===== src/rtl/cam_nibble_packer.sv =====
// cam_nibble_packer
// Reads a captured frame out of the camera capture RAM one nibble at a time.
// It packs NIBBLES nibbles per word and hands each word to the Wishbone slave
// over a valid/ack handshake.
//
// state    | meaning
// ---------+-------------------------------------------------------------
// IDLE     | waiting for start; outputs quiet
// WAIT_RDY | readout requested, waiting for the synchronised ready level
// STROBE   | rd high for one cycle, add_rd held
// SETTLE   | rd low; RAM data captured into its word slot, add_rd advanced
// OUT      | packed word presented, waiting for word_ack
// DONE     | one-cycle done pulse after the last word is accepted
module cam_nibble_packer #(
    parameter int ADDR_W  = 4,
    parameter int NIBBLES = 8
) (
    input  logic                   clk,
    input  logic                   reset,
    input  logic                   start,
    input  logic                   abort,
    input  logic                   ready,
    output logic                   rd,
    output logic [ADDR_W-1:0]      add_rd,
    input  logic [3:0]             dataOut,
    output logic [4*NIBBLES-1:0]   word_data,
    output logic                   word_valid,
    input  logic                   word_ack,
    output logic                   busy,
    output logic                   done,
    output logic                   overrun
);

    localparam int SLOT_W = (NIBBLES > 1) ? $clog2(NIBBLES) : 1;
    localparam logic [SLOT_W-1:0] LAST_SLOT = SLOT_W'(NIBBLES - 1);

    typedef enum logic [2:0] {
        IDLE,
        WAIT_RDY,
        STROBE,
        SETTLE,
        OUT,
        DONE
    } state_t;

    state_t state, state_next;

    logic ready_meta;
    logic ready_s;
    logic ready_s_d;
    logic ready_rise;
    logic [SLOT_W-1:0] slot;

    // The low address bits select the nibble slot, so no separate nibble counter is kept.
    assign slot       = add_rd[SLOT_W-1:0];
    assign ready_rise = ready_s & ~ready_s_d;

    // Two-flop synchroniser for the asynchronous ready flag, plus a delayed copy for edge detection.
    always_ff @(posedge clk or negedge reset) begin
        if (!reset) begin
            ready_meta <= 1'b0;
            ready_s    <= 1'b0;
            ready_s_d  <= 1'b0;
        end else begin
            ready_meta <= ready;
            ready_s    <= ready_meta;
            ready_s_d  <= ready_s;
        end
    end

    // Next-state decode; abort overrides every transition.
    always_comb begin
        state_next = state;
        case (state)
            IDLE:     if (start) state_next = WAIT_RDY;
            WAIT_RDY: if (ready_s) state_next = STROBE;
            STROBE:   state_next = SETTLE;
            SETTLE:   state_next = (slot == LAST_SLOT) ? OUT : STROBE;
            OUT:      if (word_ack) state_next = (add_rd == '0) ? DONE : STROBE;
            DONE:     state_next = IDLE;
            default:  state_next = IDLE;
        endcase
        if (abort) state_next = IDLE;
    end

    // State register; rd is registered from the next state so it is high exactly while in STROBE.
    always_ff @(posedge clk or negedge reset) begin
        if (!reset) begin
            state <= IDLE;
            rd    <= 1'b0;
        end else begin
            state <= state_next;
            rd    <= (state_next == STROBE);
        end
    end

    // Read address and word assembly; add_rd only moves at the end of SETTLE, keeping it stable around rd.
    always_ff @(posedge clk or negedge reset) begin
        if (!reset) begin
            add_rd    <= '0;
            word_data <= '0;
        end else if (abort) begin
            add_rd <= '0;
        end else begin
            case (state)
                IDLE: begin
                    if (start) add_rd <= '0;
                end
                SETTLE: begin
                    add_rd <= add_rd + ADDR_W'(1);
                    for (int k = 0; k < NIBBLES; k++) begin
                        if (slot == SLOT_W'(k)) word_data[4*k +: 4] <= dataOut;
                    end
                end
                default: ;
            endcase
        end
    end

    // Sticky overrun: a fresh frame landed while the previous one was still being read out.
    always_ff @(posedge clk or negedge reset) begin
        if (!reset) begin
            overrun <= 1'b0;
        end else if (state == IDLE && start && !abort) begin
            overrun <= 1'b0;
        end else if (ready_rise && state != IDLE && state != WAIT_RDY) begin
            overrun <= 1'b1;
        end
    end

    assign word_valid = (state == OUT);
    assign busy       = (state != IDLE);
    assign done       = (state == DONE);

endmodule


===== config.mk =====
export PLATFORM = sky130hd
export DESIGN_NAME = cam_nibble_packer
export DESIGN_NICKNAME = d
export VERILOG_FILES = /design/src/rtl/cam_nibble_packer.sv
export SDC_FILE = /design/constraint.sdc
export NUM_CORES = 1
export LEC_CHECK = 0
export CAP_MARGIN = 20
export CORE_AREA = 4 4 94 96
export CTS_CLUSTER_SIZE = 25
export DETAILED_ROUTE_END_ITERATION = 12
export DIE_AREA = 0 0 98 100
export GPL_ROUTABILITY_DRIVEN = 1
export PLACE_DENSITY_LB_ADDON = 0.25
export REMOVE_ABC_BUFFERS = 1
export SYNTH_ARGS = -nofsm -noshare
export SYNTH_HDL_FRONTEND = slang
export SYNTH_SLANG_ARGS = --single-unit

===== constraint.sdc =====
create_clock -name clk -period 3.98 [get_ports clk]
set_input_delay 0.597 -clock clk [delete_from_list [all_inputs] [get_ports clk]]
set_output_delay 0.597 -clock clk [all_outputs]
set_load 0.02 [all_outputs]

## Word level (Yosys, flattened, before mapping)

Cells that the tools add are included.

- Reduce and logical (&&, ||, !) cells: 20
- Eq/ne operators: 15
- $add $sub $neg: 1
- Bitwise gates (word level): 3
- Multiplexer cells: 12

Operator list:

| cell | number |
|---|---|
| AND reduction 3 bit | 8 |
| == test 3 bit (second input constant) | 6 |
| 2-to-1 mux 3 bit | 6 |
| == test 3 x 2 -> 1 bit (second input constant) | 5 |
| case mux 3 bit (5 select lines) | 1 |
| 2-to-1 mux 4 bit | 2 |
| case mux 4 bit (2 select lines) | 1 |
| == test 3 x 1 -> 1 bit (second input constant) | 2 |
| zero test 3 bit | 2 |
| nonzero test 3 bit | 2 |
| adder 4 x 1 -> 4 bit (second input constant) | 1 |
| logical AND 1 bit | 4 |
| zero test 4 bit | 1 |
| inequality test 3 x 1 -> 1 bit (second input constant) | 1 |
| inequality test 3 bit (second input constant) | 1 |
| 2-to-1 mux 1 bit | 2 |
| inverter 1 bit | 2 |
| AND reduction 2 bit | 1 |
| nonzero test 2 bit | 1 |
| bitwise AND 1 bit | 1 |
| zero test 1 bit | 1 |

- Input bits: 10
- Output and inout port bits: 41
- Register bits: 44

## Logic depth before layout (Yosys ltp)

Gate-level depths: netlist of run 1.

- Depth in word-level cells: 6
- Depth in mapped cells: 5
- Depth with buffers taken out: 5

## Worst setup path after synthesis of run 1

No wires, ideal clock.

- Kind: reg2out
- Start point: register state[1]
- End point: output word_valid
- Arrival time: 1143 ps
- Buffers on the path: 1
- Required time: 3383 ps
- Cell stages (with the launch flop): 3
- Setup slack: 2240 ps
- Cells stage by stage: dfrtp_1 > buf_2 > nor3b_1

- Cells in the longest elaborated chain, start to end: 1

RTL lines:

| item | line | RTL |
|---|---|---|
| from (decl) | 46 | `state_t state, state_next;` |
| from (signal assigned) | 92 | `state <= state_next;` |
| == test 3 bit | 131 | `assign word_valid = (state == OUT);` |
| to (decl) | 27 | `output logic word_valid,` |

Every way passes these cells.

## Final worst setup path of run 1

Ends and elaborated chain as after synthesis.

==> results.yml, run 1 <==
clock_network:
  cts_hold_buf: 0
  htreeDepth: 2
  insertion_delay_ns: 0.30
  cts_setup_buffers: 0
  cts_sinks: 44
  cts_tree: "built"
  clock_path_buffers: 2
  clk_pin_slew_ns: 0.08
  cts_resized: 0
  cts_buffers: 5
  cts_root_buf: "clkbuf_8"
global_route:
  grt_use_met1_pct: 11.0
  grt_max_degree: 45
  antenna_found_initial: 0
  overflow: 0
  grt_pass1_vias: 1286
  gr-usage-met3_pct: 2.43
  grt.met2_usage_pct: 16.9
  grt_pass1_wl_um: 7180
  grt_usage_pct: 9.49
  busiest_layer: "met2"
critical_path:
  critPathArrivalTime_ns: 1.86
  cpPeakStageDelay_ns: 0.68
  worst_ep_required_time_ns: 3.38
  crit_path_start_kind: "flip-flop"
  worstPathMaxFanout: 12
  worstSetupPathType: "reg2out"
  cpMaxStageDelayCell: "clkdlybuf4s50_1"
  endpoint_kind: "output port"
  cp_top_family: "buffers and inverters"
  crit_path_cell_trace: "nor3b_1, clkdlybuf4s50_1"
  critPathBufInv: 1
timing:
  min_period_ns: 2.46
  tightest_slew_ns: 0.516
  fmax_ghz: 0.407
  fin_hold_ws_ns: 0.107
  finalSetupViolCount: 0
  relSlewSlack_pct: 65.3
  setup_tns_ns: 0
  hold_viol_final: 0
  grt_setup_unrepaired: "false"
  fin_skew_ns: 0.00434
  slew_viol_final: 0
  finalCritPeriodShare_pct: 61.7
power:
  powerDensity_nw_per_um2: 352
  switching_power_mw: 0.223
  p_leak_nw: 1.26
  peakVddDrop_uv: 176
  pwr-share-comb_pct: 11.0
  p_clk_share_pct: 38.5
  pwr-share-seq_pct: 50.5
  p_int_mw: 0.719
  switching_share_pct: 23.7
route:
  first_iter_violations: 32
  drc_errors: 0
  drt_wl_total_um: 4530
  wl_per_cell_um: 15.4
  post_drt_via_cell_ratio: 4.21
  vias: 1243
  ant_nets: 0
  drtPass1Iterations: 4
placed_design:
  numPortBuffers: 50
  gp_congestion: 0.746
  hpwl_um: 3300
yosys:
  ys_types: 31
  synthCells: 138
  synth_warnings: 0
  synth_edf_count: 0
  syn-cell-area_um2: 1950
  synth_seq_area_share_pct: 56.3
  yosys-top-cells-area: "dfrtp_1 56%, mux2_2 14%, mux2_4 6.1%, ha_1 3.8%, nand3_4 1.8%"
  synth_area_leader_cell: "dfrtp_1"
  syn_area_per_cell_um2: 14.2
  async_flop_share_pct: 100
  synthFlopType: "dfrtp_1"
  netlist.area_leader.share_pct: 56.3
  synth-seq-cells: 44
job:
  drv_cap: 0
floorplanning:
  dieWidth_um: 98
  die_y_um: 100
  dieArea_um2: 9800
  top_level_ports: 51
  design.core.area_um2: 8050
  rows: 33
  start_util_pct: 24.3
final_layout:
  nets: 205
  area_growth_pct: 36.9
  drive_above_1_share_pct: 24.7
  diodes: 0
run_status:
  status: "complete, no violations"
worst_hold_path:
  min-delay-path-class: "in2async"
per-stage QoR:
step	setup slack, ns	area, um2	utilization (%)	total power, mW	cells
3_5_place_dp	1.58	2530	31.5	0.588	286
5_1_grt	1.47	2680	33.2	0.990	295
2_1_floorplan	2.29	1910	-	0.525	131
3_3_place_gp	1.60	2530	31.5	0.589	286
6_report	1.52	2680	33.2	0.943	295
4_1_cts	1.50	2660	33.0	0.958	294
path summary, 6_finish.rpt:
path / startpoint / to / slack, ns / cells past startpoint
max reg2reg: state[2] / word_data[26] / 2.30 / 3
min: reset / rd / 0.11 / 1
min in group clk: ready_meta / ready_s / 0.36 / 0
min reg2reg: ready_meta / ready_s / 0.36 / 0
max: state[1] / word_valid / 1.52 / 2
max in group asynchronous: reset / word_data[30] / 3.44 / 2
cells by family (layout without fill, tap and decap cells):
logic type                 after synthesis  count (layout)  synth area share [%]
DFF                                     44              44                  56.3
muxes                                   33              33                  20.6
AOI/OAI and AO/OA                       14              14                  5.19
and+or+nand+nor                         27              27                  10.3
adders and majority gates                6               6                  3.84
buffers and inverters                   14              66                  3.78
sequential cells by signal, indices dropped and copies added, names as in the netlist:
register and count:
overrun 1, add_rd 4, state 3, ready_meta 1
ready_s 1, word_data 32, rd 1, ready_s_d 1
cell type report:
cell class                 count  area (um2)
fill                         832        5380
sequential                    44        1100
multi-input combinational     80         779
timing repair buffer          51         515
tap                          105         131
clock buffer                   6        82.6
clock inverter                 2        38.8
inverter                       7        26.3
cells in the final DEF (no fill, tap or decap), types with 3 or more instances in the layout:
| cell type | netlist | final |
|---|---|---|
| clkdlybuf4s50_1 | 0 | 49 |
| dfrtp_1 | 44 | 44 |
| mux2_2 | 25 | 25 |
| mux2_4 | 8 | 8 |
| inv_1 | 7 | 7 |
| ha_1 | 6 | 6 |
| clkbuf_8 | 0 | 6 |
| nor3b_1 | 4 | 4 |
| a21oi_1 | 4 | 4 |
| and3_1 | 4 | 4 |
| nand3_1 | 3 | 3 |
metal layers:
layer,wire length [um],vias up
met1,1920,629
met3,134,4
met2,2400,20
met5,0,-
li1,-,590
met4,70,0
power by group through the flow:
| stage | logic, mW | clock network [mW] | registers, mW |
|---|---|---|---|
| final | 0.104 | 0.363 | 0.476 |
| after CTS | 0.104 | 0.377 | 0.477 |
| after global placement | 0.103 | 0 | 0.486 |
| after floorplan | 0.0258 | 0 | 0.499 |
| after global routing | 0.113 | 0.398 | 0.479 |
| after detailed placement | 0.103 | 0 | 0.485 |
cells in the mapped netlist (2+ instances only):
library cell / n
dfrtp_1: 44
nor3b_1: 4
mux2_4: 8
buf_2: 5
a22o_1: 2
and3b_1: 2
inv_1: 7
and3_1: 4
mux2_2: 25
nand2_2: 2
ha_1: 6
a21oi_1: 4
buf_6: 2
nor2_1: 2
nand3_4: 2
o21ai_0: 2
nand3_1: 3
No activity file was read; power rests on OpenSTA's default activity.
==> run 2, diff against run 1 <==
==> constraint.sdc (replaced) <==
create_clock -name clk -period 2.6 [get_ports clk]
set_input_delay 0.39 -clock clk [delete_from_list [all_inputs] [get_ports clk]]
set_output_delay 0.39 -clock clk [all_outputs]
set_load 0.02 [all_outputs]
==> results.yml, run 2 (same netlist as run 1, synthesis figures left out) <==
global_route:
  grt_max_degree: 28
  grt_pass1_wl_um: 7350
  overflow: 0
  grt_pass1_vias: 1304
  grt_usage_pct: 9.70
  antenna_found_initial: 0
worst_hold_path:
  min-delay-path-class: "in2async"
route:
  wl_per_cell_um: 15.4
  ant_nets: 0
  first_iter_violations: 37
  drtPass1Iterations: 4
  post_drt_via_cell_ratio: 4.25
  drc_errors: 0
  drt_wl_total_um: 4560
  vias: 1259
clock_network:
  clk_pin_slew_ns: 0.09
  cts_setup_buffers: 0
  clock_path_buffers: 2
  insertion_delay_ns: 0.30
  cts_sinks: 44
  cts_buffers: 5
  cts_hold_buf: 0
  cts_resized: 0
  cts_root_buf: "clkbuf_8"
  htreeDepth: 2
  cts_tree: "built"
final_layout:
  drive_above_1_share_pct: 25.1
  final_cell_mix: "49 x clkdlybuf4s50_1, 44 x dfrtp_1, 25 x mux2_2"
  nets: 206
  diodes: 0
  largest-register: "word_data"
  area_growth_pct: 36.6
  final_cells: 296
  largestRegisters: "word_data x32, add_rd x4, state x3"
  layout_commonest_cell: "clkdlybuf4s50_1"
  largest_reg_flops: 32
floorplanning:
  dieWidth_um: 98
  rows: 33
  dieArea_um2: 9800
  die_y_um: 100
  start_util_pct: 24.3
  design.core.area_um2: 8050
  top_level_ports: 51
power:
  powerDensity_nw_per_um2: 541
  peakVddDrop_uv: 325
  p_leak_nw: 1.26
placed_design:
  numPortBuffers: 50
  gp_congestion: 0.712
  hpwl_um: 3390
  placed_cells: 288
critical_path:
  worstPathMaxFanout: 12
  r2r_start: "state[1]"
  startpoint: "state[1]"
  worst_ep_required_time_ns: 2.21
  endpoint_kind: "output port"
  worstSetupPathType: "reg2out"
  crit_path_start_kind: "flip-flop"
  critPathArrivalTime_ns: 1.91
timing:
  tightest_slew_ns: 0.491
  finalCritPeriodShare_pct: 88.6
  slew_viol_final: 0
  grt_setup_unrepaired: "false"
  relSlewSlack_pct: 67.0
  fin_skew_ns: 0.0106
  setup_tns_ns: 0
  finalSetupViolCount: 0
  min_period_ns: 2.30
  fmax_ghz: 0.434
  hold_viol_final: 0
job:
  drv_cap: 0
run_status:
  status: "complete, no violations"
==> run 2: cell count changes in the layout (fill, tap and decap cells not counted) <==
cell,previous run,this run
buf_4,0,2
buf_12,1,0
==> run 2: path summary, 6_finish.rpt <==
kind,endpoint,slack (ns),cells past startpoint
setup / recovery,word_valid,0.30,2
hold / removal,word_data[10],0.009,1
setup reg to reg,word_data[27],0.90,3
hold reg to reg,ready_s,0.37,0
max in group asynchronous,word_data[31],1.90,2
min in group clk,ready_s,0.37,0
==> run 2: report_power, final <==
part / switching, mW / internal (mW) / total (mW) / leakage [nW]
clock: 0.242 / 0.314 / 0.556 / 0.0614
combinational: 0.0822 / 0.0766 / 0.159 / 0.593
sequential: 0.0194 / 0.709 / 0.729 / 0.602
total: 0.344 / 1.10 / 1.44 / 1.26
==> run 2: final cells by class <==
| cell class | instances | area, um2 |
|---|---|---|
| Clock inverter | 2 | 38.8 |
| Multi-Input combinational cell | 80 | 779 |
| Clock buffer | 6 | 82.6 |
| Inverter | 7 | 26.3 |
| Timing Repair Buffer | 52 | 510 |
| Fill cell | 799 | 5380 |
| Tap cell | 105 | 131 |
| Sequential cell | 44 | 1100 |
==> run 2: metal layers <==
layer	wire length, um	track usage (%)
met2	2480	17.3
met5	0	0
met1	1860	11.2
met4	71	3.83
met3	141	2.36
==> run 2: stage by stage <==
step | utilization (%) | power, mW | hold slack, ns | instance area, um2 | setup slack (ns)
3_5_place_dp | 31.7 | 0.903 | 0.345 | 2550 | 0.593
6_report | 33.2 | 1.44 | 0.00917 | 2670 | 0.297
5_1_grt | 33.2 | 1.51 | 0.0421 | 2670 | 0.210
3_3_place_gp | 31.7 | 0.904 | 0.345 | 2550 | 0.591
2_1_floorplan | - | 0.804 | 0.0944 | 1910 | 0.998
4_1_cts | 33.2 | 1.47 | 0.0276 | 2670 | 0.284
==> run 2: critical path, stage by stage, from the launching register on <==
cell,delay (ns)
dfrtp_1,0.50
nor3b_1,0.43
clkdlybuf4s50_1,0.69
